File: config.mk
export PLATFORM = sky130hd
export DESIGN_NAME = base_indicator_7seg
export DESIGN_NICKNAME = d
export VERILOG_FILES = /design/src/rtl/base_indicator_7seg.sv
export SDC_FILE = /design/constraint.sdc
export NUM_CORES = 1
export LEC_CHECK = 0
export BUFFER_PORTS_ARGS = -buffer_cell sky130_fd_sc_hd__buf_2
export CORE_MARGIN = 5
export CORE_UTILIZATION = 40
export DETAILED_ROUTE_END_ITERATION = 8
export PLACE_DENSITY_LB_ADDON = 0.2
export SYNTH_ARGS = -nofsm -noshare
export SYNTH_HDL_FRONTEND = slang
export SYNTH_SLANG_ARGS = --single-unit
export TNS_END_PERCENT = 10
File: constraint.sdc
create_clock -name clk -period 6.6 [get_ports clk]
set_input_delay 0.99 -clock clk [delete_from_list [all_inputs] [get_ports clk]]
set_output_delay 0.99 -clock clk [all_outputs]
set_load 0.05 [all_outputs]
File: src/rtl/base_indicator_7seg.sv
// base_indicator_7seg
// Shows the active number base (decimal / hex / octal / invalid) as a short
// label on a row of 7-segment digits. When a new base is accepted the label
// blinks a fixed number of times and then stays lit.
//
// Segment encoding: digit k occupies segs[7k+6:7k], bit 0 = segment a,
// bit 6 = segment g. The internal image is active-high; the output polarity
// is applied as the very last step.
//
// The FSM state is visible outside the block: `blinking` is a registered
// copy of (state == BLINK).

module base_indicator_7seg #(
  parameter int NUM_DIGITS   = 3,
  parameter int ACTIVE_LOW   = 1,
  parameter int BLINK_CYCLES = 25000000,
  parameter int BLINK_COUNT  = 3
) (
  input  logic                    clk,
  input  logic                    rst_n,
  input  logic [1:0]              seletor,
  input  logic                    enable,
  output logic [7*NUM_DIGITS-1:0] segs,
  output logic                    changed,
  output logic                    blinking,
  output logic                    invalid
);

  localparam int SEG_W = 7 * NUM_DIGITS;
  localparam int CNT_W = (BLINK_CYCLES > 2) ? $clog2(BLINK_CYCLES) : 1;
  localparam int REM_W = (BLINK_COUNT > 1) ? $clog2(2 * BLINK_COUNT) : 1;

  // Blank display as seen on the pins (all segments off after polarity).
  localparam logic [SEG_W-1:0] SEG_BLANK = (ACTIVE_LOW != 0) ? {SEG_W{1'b1}} : {SEG_W{1'b0}};

  localparam logic [CNT_W-1:0] CNT_RELOAD = CNT_W'(BLINK_CYCLES - 1);
  localparam logic [REM_W-1:0] REM_RELOAD = REM_W'(2 * BLINK_COUNT - 1);
  localparam logic [REM_W-1:0] REM_LAST   = REM_W'(1);

  // Active-high glyphs, bit 6 = g ... bit 0 = a.
  localparam logic [6:0] GLYPH_D_LO  = 7'b1011110;  // d
  localparam logic [6:0] GLYPH_E_UP  = 7'b1111001;  // E
  localparam logic [6:0] GLYPH_C_UP  = 7'b0111001;  // C
  localparam logic [6:0] GLYPH_H_UP  = 7'b1110110;  // H
  localparam logic [6:0] GLYPH_H_LO  = 7'b1110100;  // h
  localparam logic [6:0] GLYPH_O_LO  = 7'b1011100;  // o
  localparam logic [6:0] GLYPH_O_UP  = 7'b0111111;  // O
  localparam logic [6:0] GLYPH_C_LO  = 7'b1011000;  // c
  localparam logic [6:0] GLYPH_T_LO  = 7'b1111000;  // t
  localparam logic [6:0] GLYPH_DASH  = 7'b1000000;  // -
  localparam logic [6:0] GLYPH_BLANK = 7'b0000000;

  localparam logic [1:0] SEL_DEC = 2'b00;
  localparam logic [1:0] SEL_HEX = 2'b01;
  localparam logic [1:0] SEL_OCT = 2'b10;
  localparam logic [1:0] SEL_BAD = 2'b11;

  typedef enum logic {
    STEADY = 1'b0,
    BLINK  = 1'b1
  } state_t;

  // Synchronizer and FSM registers
  logic [1:0]       sel_meta;
  logic [1:0]       sel_s;
  logic [1:0]       cur_sel;
  state_t           state;
  logic             phase_blank;
  logic [CNT_W-1:0] cnt;
  logic [REM_W-1:0] rem;

  // Next-state values
  logic [1:0]       cur_sel_next;
  state_t           state_next;
  logic             phase_blank_next;
  logic [CNT_W-1:0] cnt_next;
  logic [REM_W-1:0] rem_next;
  logic             changed_next;

  // Next output values
  logic [SEG_W-1:0] label_img;
  logic [SEG_W-1:0] image_next;
  logic [SEG_W-1:0] segs_next;
  logic             blinking_next;
  logic             invalid_next;

  // Glyph for digit position k given a base selection. Wide displays show a
  // three-letter label on digits 2..0; narrow displays show one letter on
  // digit 0. Every other position is blank.
  function automatic logic [6:0] digit_glyph(input logic [1:0] sel, input int k);
    logic [6:0] g;
    g = GLYPH_BLANK;
    if (NUM_DIGITS >= 3) begin
      case (sel)
        SEL_DEC: begin
          if (k == 2)      g = GLYPH_D_LO;
          else if (k == 1) g = GLYPH_E_UP;
          else if (k == 0) g = GLYPH_C_UP;
        end
        SEL_HEX: begin
          // "HEX" with the X drawn as H, since X has no 7-segment form.
          if (k == 2)      g = GLYPH_H_UP;
          else if (k == 1) g = GLYPH_E_UP;
          else if (k == 0) g = GLYPH_H_UP;
        end
        SEL_OCT: begin
          if (k == 2)      g = GLYPH_O_UP;
          else if (k == 1) g = GLYPH_C_LO;
          else if (k == 0) g = GLYPH_T_LO;
        end
        default: begin
          if (k <= 2) g = GLYPH_DASH;
        end
      endcase
    end else if (k == 0) begin
      case (sel)
        SEL_DEC: g = GLYPH_D_LO;
        SEL_HEX: g = GLYPH_H_LO;
        SEL_OCT: g = GLYPH_O_LO;
        default: g = GLYPH_DASH;
      endcase
    end
    return g;
  endfunction

  // Label image for the base that will be held after this edge.
  for (genvar k = 0; k < NUM_DIGITS; k++) begin : g_digit
    assign label_img[7*k +: 7] = digit_glyph(cur_sel_next, k);
  end

  // Two-flop synchronizer for the asynchronous base selector.
  always_ff @(posedge clk or negedge rst_n) begin
    if (!rst_n) begin
      sel_meta <= SEL_DEC;
      sel_s    <= SEL_DEC;
    end else begin
      sel_meta <= seletor;
      sel_s    <= sel_meta;
    end
  end

  // State register: accepted base, FSM state, blink phase and counters.
  always_ff @(posedge clk or negedge rst_n) begin
    if (!rst_n) begin
      cur_sel     <= SEL_DEC;
      state       <= STEADY;
      phase_blank <= 1'b0;
      cnt         <= '0;
      rem         <= '0;
    end else begin
      cur_sel     <= cur_sel_next;
      state       <= state_next;
      phase_blank <= phase_blank_next;
      cnt         <= cnt_next;
      rem         <= rem_next;
    end
  end

  // Next-state logic: disable override, change detection, blink sequencing.
  always_comb begin
    cur_sel_next     = cur_sel;
    state_next       = state;
    phase_blank_next = phase_blank;
    cnt_next         = cnt;
    rem_next         = rem;
    changed_next     = 1'b0;

    if (!enable) begin
      // Display off: track the selector silently, no blink pending.
      cur_sel_next     = sel_s;
      state_next       = STEADY;
      phase_blank_next = 1'b0;
      cnt_next         = '0;
      rem_next         = '0;
    end else if (sel_s != cur_sel) begin
      // New base accepted (also restarts a blink already in progress).
      cur_sel_next     = sel_s;
      changed_next     = 1'b1;
      state_next       = BLINK;
      phase_blank_next = 1'b1;
      cnt_next         = CNT_RELOAD;
      rem_next         = REM_RELOAD;
    end else if (state == BLINK) begin
      if (cnt == '0) begin
        if (rem <= REM_LAST) begin
          // Last blink phase done; the final visible phase is the steady one.
          state_next       = STEADY;
          phase_blank_next = 1'b0;
          cnt_next         = '0;
          rem_next         = '0;
        end else begin
          phase_blank_next = ~phase_blank;
          cnt_next         = CNT_RELOAD;
          rem_next         = rem - REM_W'(1);
        end
      end else begin
        cnt_next = cnt - CNT_W'(1);
      end
    end
  end

  // Output logic: image from next state, polarity applied last.
  always_comb begin
    image_next = label_img;
    if (!enable || ((state_next == BLINK) && phase_blank_next)) begin
      image_next = '0;
    end
    segs_next     = (ACTIVE_LOW != 0) ? ~image_next : image_next;
    blinking_next = (state_next == BLINK);
    invalid_next  = (cur_sel_next == SEL_BAD);
  end

  // Output registers, updated on the same edge as the state register.
  always_ff @(posedge clk or negedge rst_n) begin
    if (!rst_n) begin
      segs     <= SEG_BLANK;
      changed  <= 1'b0;
      blinking <= 1'b0;
      invalid  <= 1'b0;
    end else begin
      segs     <= segs_next;
      changed  <= changed_next;
      blinking <= blinking_next;
      invalid  <= invalid_next;
    end
  end

endmodule

==> metrics.log <==
INFO  metric clock_insertion_delay_worst_skew = 0.30 ns
INFO  metric power.ir.vdd_worst = 0.0904 mV
INFO  metric path_delay_family = simple AND/OR/NAND/NOR gates
INFO  metric die_area = 8020 µm²
INFO  metric grt_setup_unrepaired = no
INFO  metric multi_input_area = 1150 µm²
INFO  metric layout-drive-gt1-share = 0.177
INFO  metric critical_path.slowest_cell = sky130_fd_sc_hd__nor4_1
INFO  metric gpl.final_weighted_congestion = 0.784
INFO  metric ctsLongestPathBuffers = 2
INFO  metric crit_path_cell_trace = inv_1 -> ha_1 -> or4b_1 -> nor4_1 -> a21o_1 -> o21ai_0 -> a211o_1
INFO  metric yosys_most_used_dff = sky130_fd_sc_hd__dfrtp_1
INFO  metric ant_nets = 0
INFO  metric post_synth_inst_count = 262
INFO  metric io-pin-count = 29
INFO  metric p_int = 441 µW
INFO  metric mappedNetlistArea = 2530 µm²
INFO  metric fin_util = 0.439
INFO  metric p_leak = 1.09 nW
INFO  metric die-width = 89.5 µm
INFO  metric path_buf_inv = 1
INFO  metric tritoncts_num_sinks = 48
INFO  metric max_cap_viols = 0
INFO  metric worst_ep_required_time = 6.79 ns
INFO  metric stdcell_count = 354
INFO  metric min_path_type = reg2reg
INFO  metric clockRootBuffer = sky130_fd_sc_hd__clkbuf_8
INFO  metric grt_pass1_vias = 1787
INFO  metric run_status = finished clean
INFO  metric crit_path_max_fanout = 18
INFO  metric number_of_cts_inserted_buffers = 5
INFO  metric max_freq = 0.326 GHz
INFO  metric number_of_flops_mapped_to_enable_cells_by_yosys = 0
INFO  metric iteration_0_drc_count_of_the_detailed_router = 109
INFO  metric cts_htree_levels = 2
INFO  metric power.share.clock = 0.286
INFO  metric dr.pass1.iters = 4
INFO  metric synth.lib_cells_used.distinct = 45
INFO  metric worst_slew_pin_slew = 0.757 ns
INFO  metric syn_to_final_growth = 8.26%
INFO  metric drv_slew = 0
INFO  metric final.min_clock_period = 3.07 ns
INFO  metric yosysSeqAreaShare = 0.480
INFO  metric synthesis.area_per_instance = 9.66 µm²
INFO  metric remaining_drc_errors = 0
INFO  metric io_buffers = 26
INFO  metric rows = 29
INFO  metric core_region_area = 6240 µm²
INFO  metric post-route-period-util = 0.465
INFO  metric place_hpwl = 3720 µm
INFO  metric antenna_violations_before_repair = 0
INFO  metric ff_latch_area = 1210 µm²
INFO  metric cts-resized-gates = 0
INFO  metric power.density_cell_area = 235 nW/µm²
INFO  metric grt_max_degree = 49
INFO  metric cpPeakStageDelay = 0.61 ns
INFO  metric slew_headroom = 0.495
INFO  metric global_route.overflow_total = 0
INFO  metric global_route.usage.total = 0.143
INFO  metric switching_share = 0.317
INFO  metric number_of_antenna_cells_inserted = 0
INFO  metric yosys_warnings = 0
INFO  metric pwr-share-comb = 0.181
INFO  metric dp_cells = 346
INFO  metric initial_utilization = 0.405
INFO  metric postRouteWirelength = 5340 µm
INFO  metric nFillCells = 627
INFO  metric fin_nets = 290
INFO  metric power.net_switching = 204 µW
INFO  metric num_vias = 1951
INFO  metric clock-skew-final = 0.00774 ns
INFO  metric async_sr_flop_fraction = 1.00
INFO  metric cp_data_arrival_time = 3.26 ns
INFO  metric setup_viol = 0
INFO  metric die_height = 89.5 µm
INFO  metric route.detailed.wl_per_inst = 15.1 µm
INFO  metric tritoncts = done
INFO  metric grt_first_pass_wirelength = 8810 µm
INFO  metric sequentialPowerShare = 0.534
INFO  metric post_cts_buffers = 0
INFO  metric cts-hold-fix-buffers = 0
INFO  metric drt-vias-per-instance = 5.51
INFO  metric startpoint_type = flip-flop
INFO  metric final_hold_viol_count = 0
INFO  metric worst_setup_hold_path_clk_slew = 0.09 ns
INFO  metric synth_seq_cells = 48
INFO  metric final_tns_setup = 0 ns
INFO  metric crit_type = reg2reg
INFO  metric crit_path_end_kind = flip-flop
==> per-layer routing <==
layer / vias to the layer above / global-route usage / wire, µm
li1: 958 / - / -
met1: 942 / 0.201 / 2510
met2: 45 / 0.219 / 2460
met3: 6 / 0.0332 / 305
met4: 0 / 0.0460 / 71
met5: - / 0 / 0
==> registers in the layout, summed over array words and instances, names as in the netlist <==
| name | flops |
|---|---|
| phase_blank | 1 |
| cnt | 25 |
| sel_s | 2 |
| blinking | 1 |
| changed | 1 |
| invalid | 1 |
| cur_sel | 2 |
| segs | 10 |
| sel_meta | 2 |
| rem | 3 |
==> cell type report <==
class / count / area share
inverter: 11 / 0.0151
multi-input combinational: 183 / 0.422
sequential: 48 / 0.443
clock inverter: 1 / 0.00320
timing repair buffer: 27 / 0.0503
clock buffer: 7 / 0.0315
tap: 77 / 0.0352
==> layout by cell type (no fill, tap or decap), types with 2 or more instances in the layout <==
master                     synthesis  layout
sky130_fd_sc_hd__a211o_1           4       4
sky130_fd_sc_hd__a21o_1            3       3
sky130_fd_sc_hd__a21oi_1           8       8
sky130_fd_sc_hd__a31oi_1           2       2
sky130_fd_sc_hd__buf_2             3      26
sky130_fd_sc_hd__clkbuf_8          0       6
sky130_fd_sc_hd__conb_1            1       2
sky130_fd_sc_hd__dfrtp_1          38      38
sky130_fd_sc_hd__dfstp_2          10      10
sky130_fd_sc_hd__ha_1              9       9
sky130_fd_sc_hd__inv_1            11      11
sky130_fd_sc_hd__nand2_1          20      20
sky130_fd_sc_hd__nand3_1          14      14
sky130_fd_sc_hd__nor2_1           17      17
sky130_fd_sc_hd__nor2b_1           3       3
sky130_fd_sc_hd__nor3_1           11      11
sky130_fd_sc_hd__nor3b_1           2       2
sky130_fd_sc_hd__nor4_1           12      12
sky130_fd_sc_hd__o211ai_1          3       3
sky130_fd_sc_hd__o21ai_0          15      15
sky130_fd_sc_hd__o221ai_1          2       2
sky130_fd_sc_hd__o31a_1            4       4
sky130_fd_sc_hd__o31ai_1           2       2
sky130_fd_sc_hd__o41ai_1           2       2
sky130_fd_sc_hd__or2_2             2       2
sky130_fd_sc_hd__or3_1            13      13
sky130_fd_sc_hd__or4_1             8       8
sky130_fd_sc_hd__xnor2_1           7       7
sky130_fd_sc_hd__xor2_1            3       3
==> Yosys cell counts, types with 4 or more instances <==
cell type                  instances  area share
sky130_fd_sc_hd__dfrtp_1          38        0.38
sky130_fd_sc_hd__nand2_1          20       0.030
sky130_fd_sc_hd__nor2_1           17       0.025
sky130_fd_sc_hd__o21ai_0          15       0.030
sky130_fd_sc_hd__nand3_1          14       0.028
sky130_fd_sc_hd__or3_1            13       0.032
sky130_fd_sc_hd__nor4_1           12       0.030
sky130_fd_sc_hd__buf_4            11       0.033
sky130_fd_sc_hd__inv_1            11       0.016
sky130_fd_sc_hd__nor3_1           11       0.022
sky130_fd_sc_hd__dfstp_2          10        0.10
sky130_fd_sc_hd__ha_1              9       0.045
sky130_fd_sc_hd__a21oi_1           8       0.016
sky130_fd_sc_hd__or4_1             8       0.024
sky130_fd_sc_hd__clkbuf_1          7       0.010
sky130_fd_sc_hd__xnor2_1           7       0.024
sky130_fd_sc_hd__a211o_1           4       0.014
sky130_fd_sc_hd__o31a_1            4       0.014
==> power by group through the flow <==
stage	Combinational (mW)	Sequential (mW)	Clock [mW]
after floorplan	0.0796	0.357	0
after global placement	0.117	0.349	0
after detailed placement	0.118	0.349	0
after CTS	0.118	0.344	0.192
after global routing	0.131	0.348	0.205
final	0.117	0.344	0.184
==> stage by stage <==
step | hold WS [ns] | setup slack (ns) | total power, mW | instance area [µm²]
2_1_floorplan | 0.331 | 3.93 | 0.437 | 2530
3_3_place_gp | 0.335 | 3.68 | 0.466 | 2640
3_5_place_dp | 0.335 | 3.58 | 0.467 | 2640
4_1_cts | 0.356 | 3.55 | 0.654 | 2740
5_1_grt | 0.362 | 3.31 | 0.684 | 2740
6_report | 0.351 | 3.53 | 0.645 | 2740
==> kinds of logic after synthesis <==
kind of cell / count (synthesis) / share of synthesized area
compound gates: 52 / 0.140
xor+xnor: 10 / 0.0346
fa+ha+maj: 9 / 0.0445
buf+inv: 32 / 0.0653
flops: 48 / 0.480
mux: 1 / 0.00396
other cells: 1 / 0.00148
simple gates: 109 / 0.230
==> worst paths after layout <==
check	startpoint	endpoint	slack, ns	depth (start not counted)
worst max-delay path	cnt[0]	cnt[22]	3.53	7
worst min-delay path	sel_meta[0]	sel_s[0]	0.35	0
worst max register to register	cnt[0]	cnt[22]	3.53	7
worst min register to register	sel_meta[0]	sel_s[0]	0.35	0
max in group asynchronous	rst_n	cnt[21]	5.42	2
min in group asynchronous	rst_n	invalid	0.77	2
No activity file was read; power rests on OpenSTA's default activity.
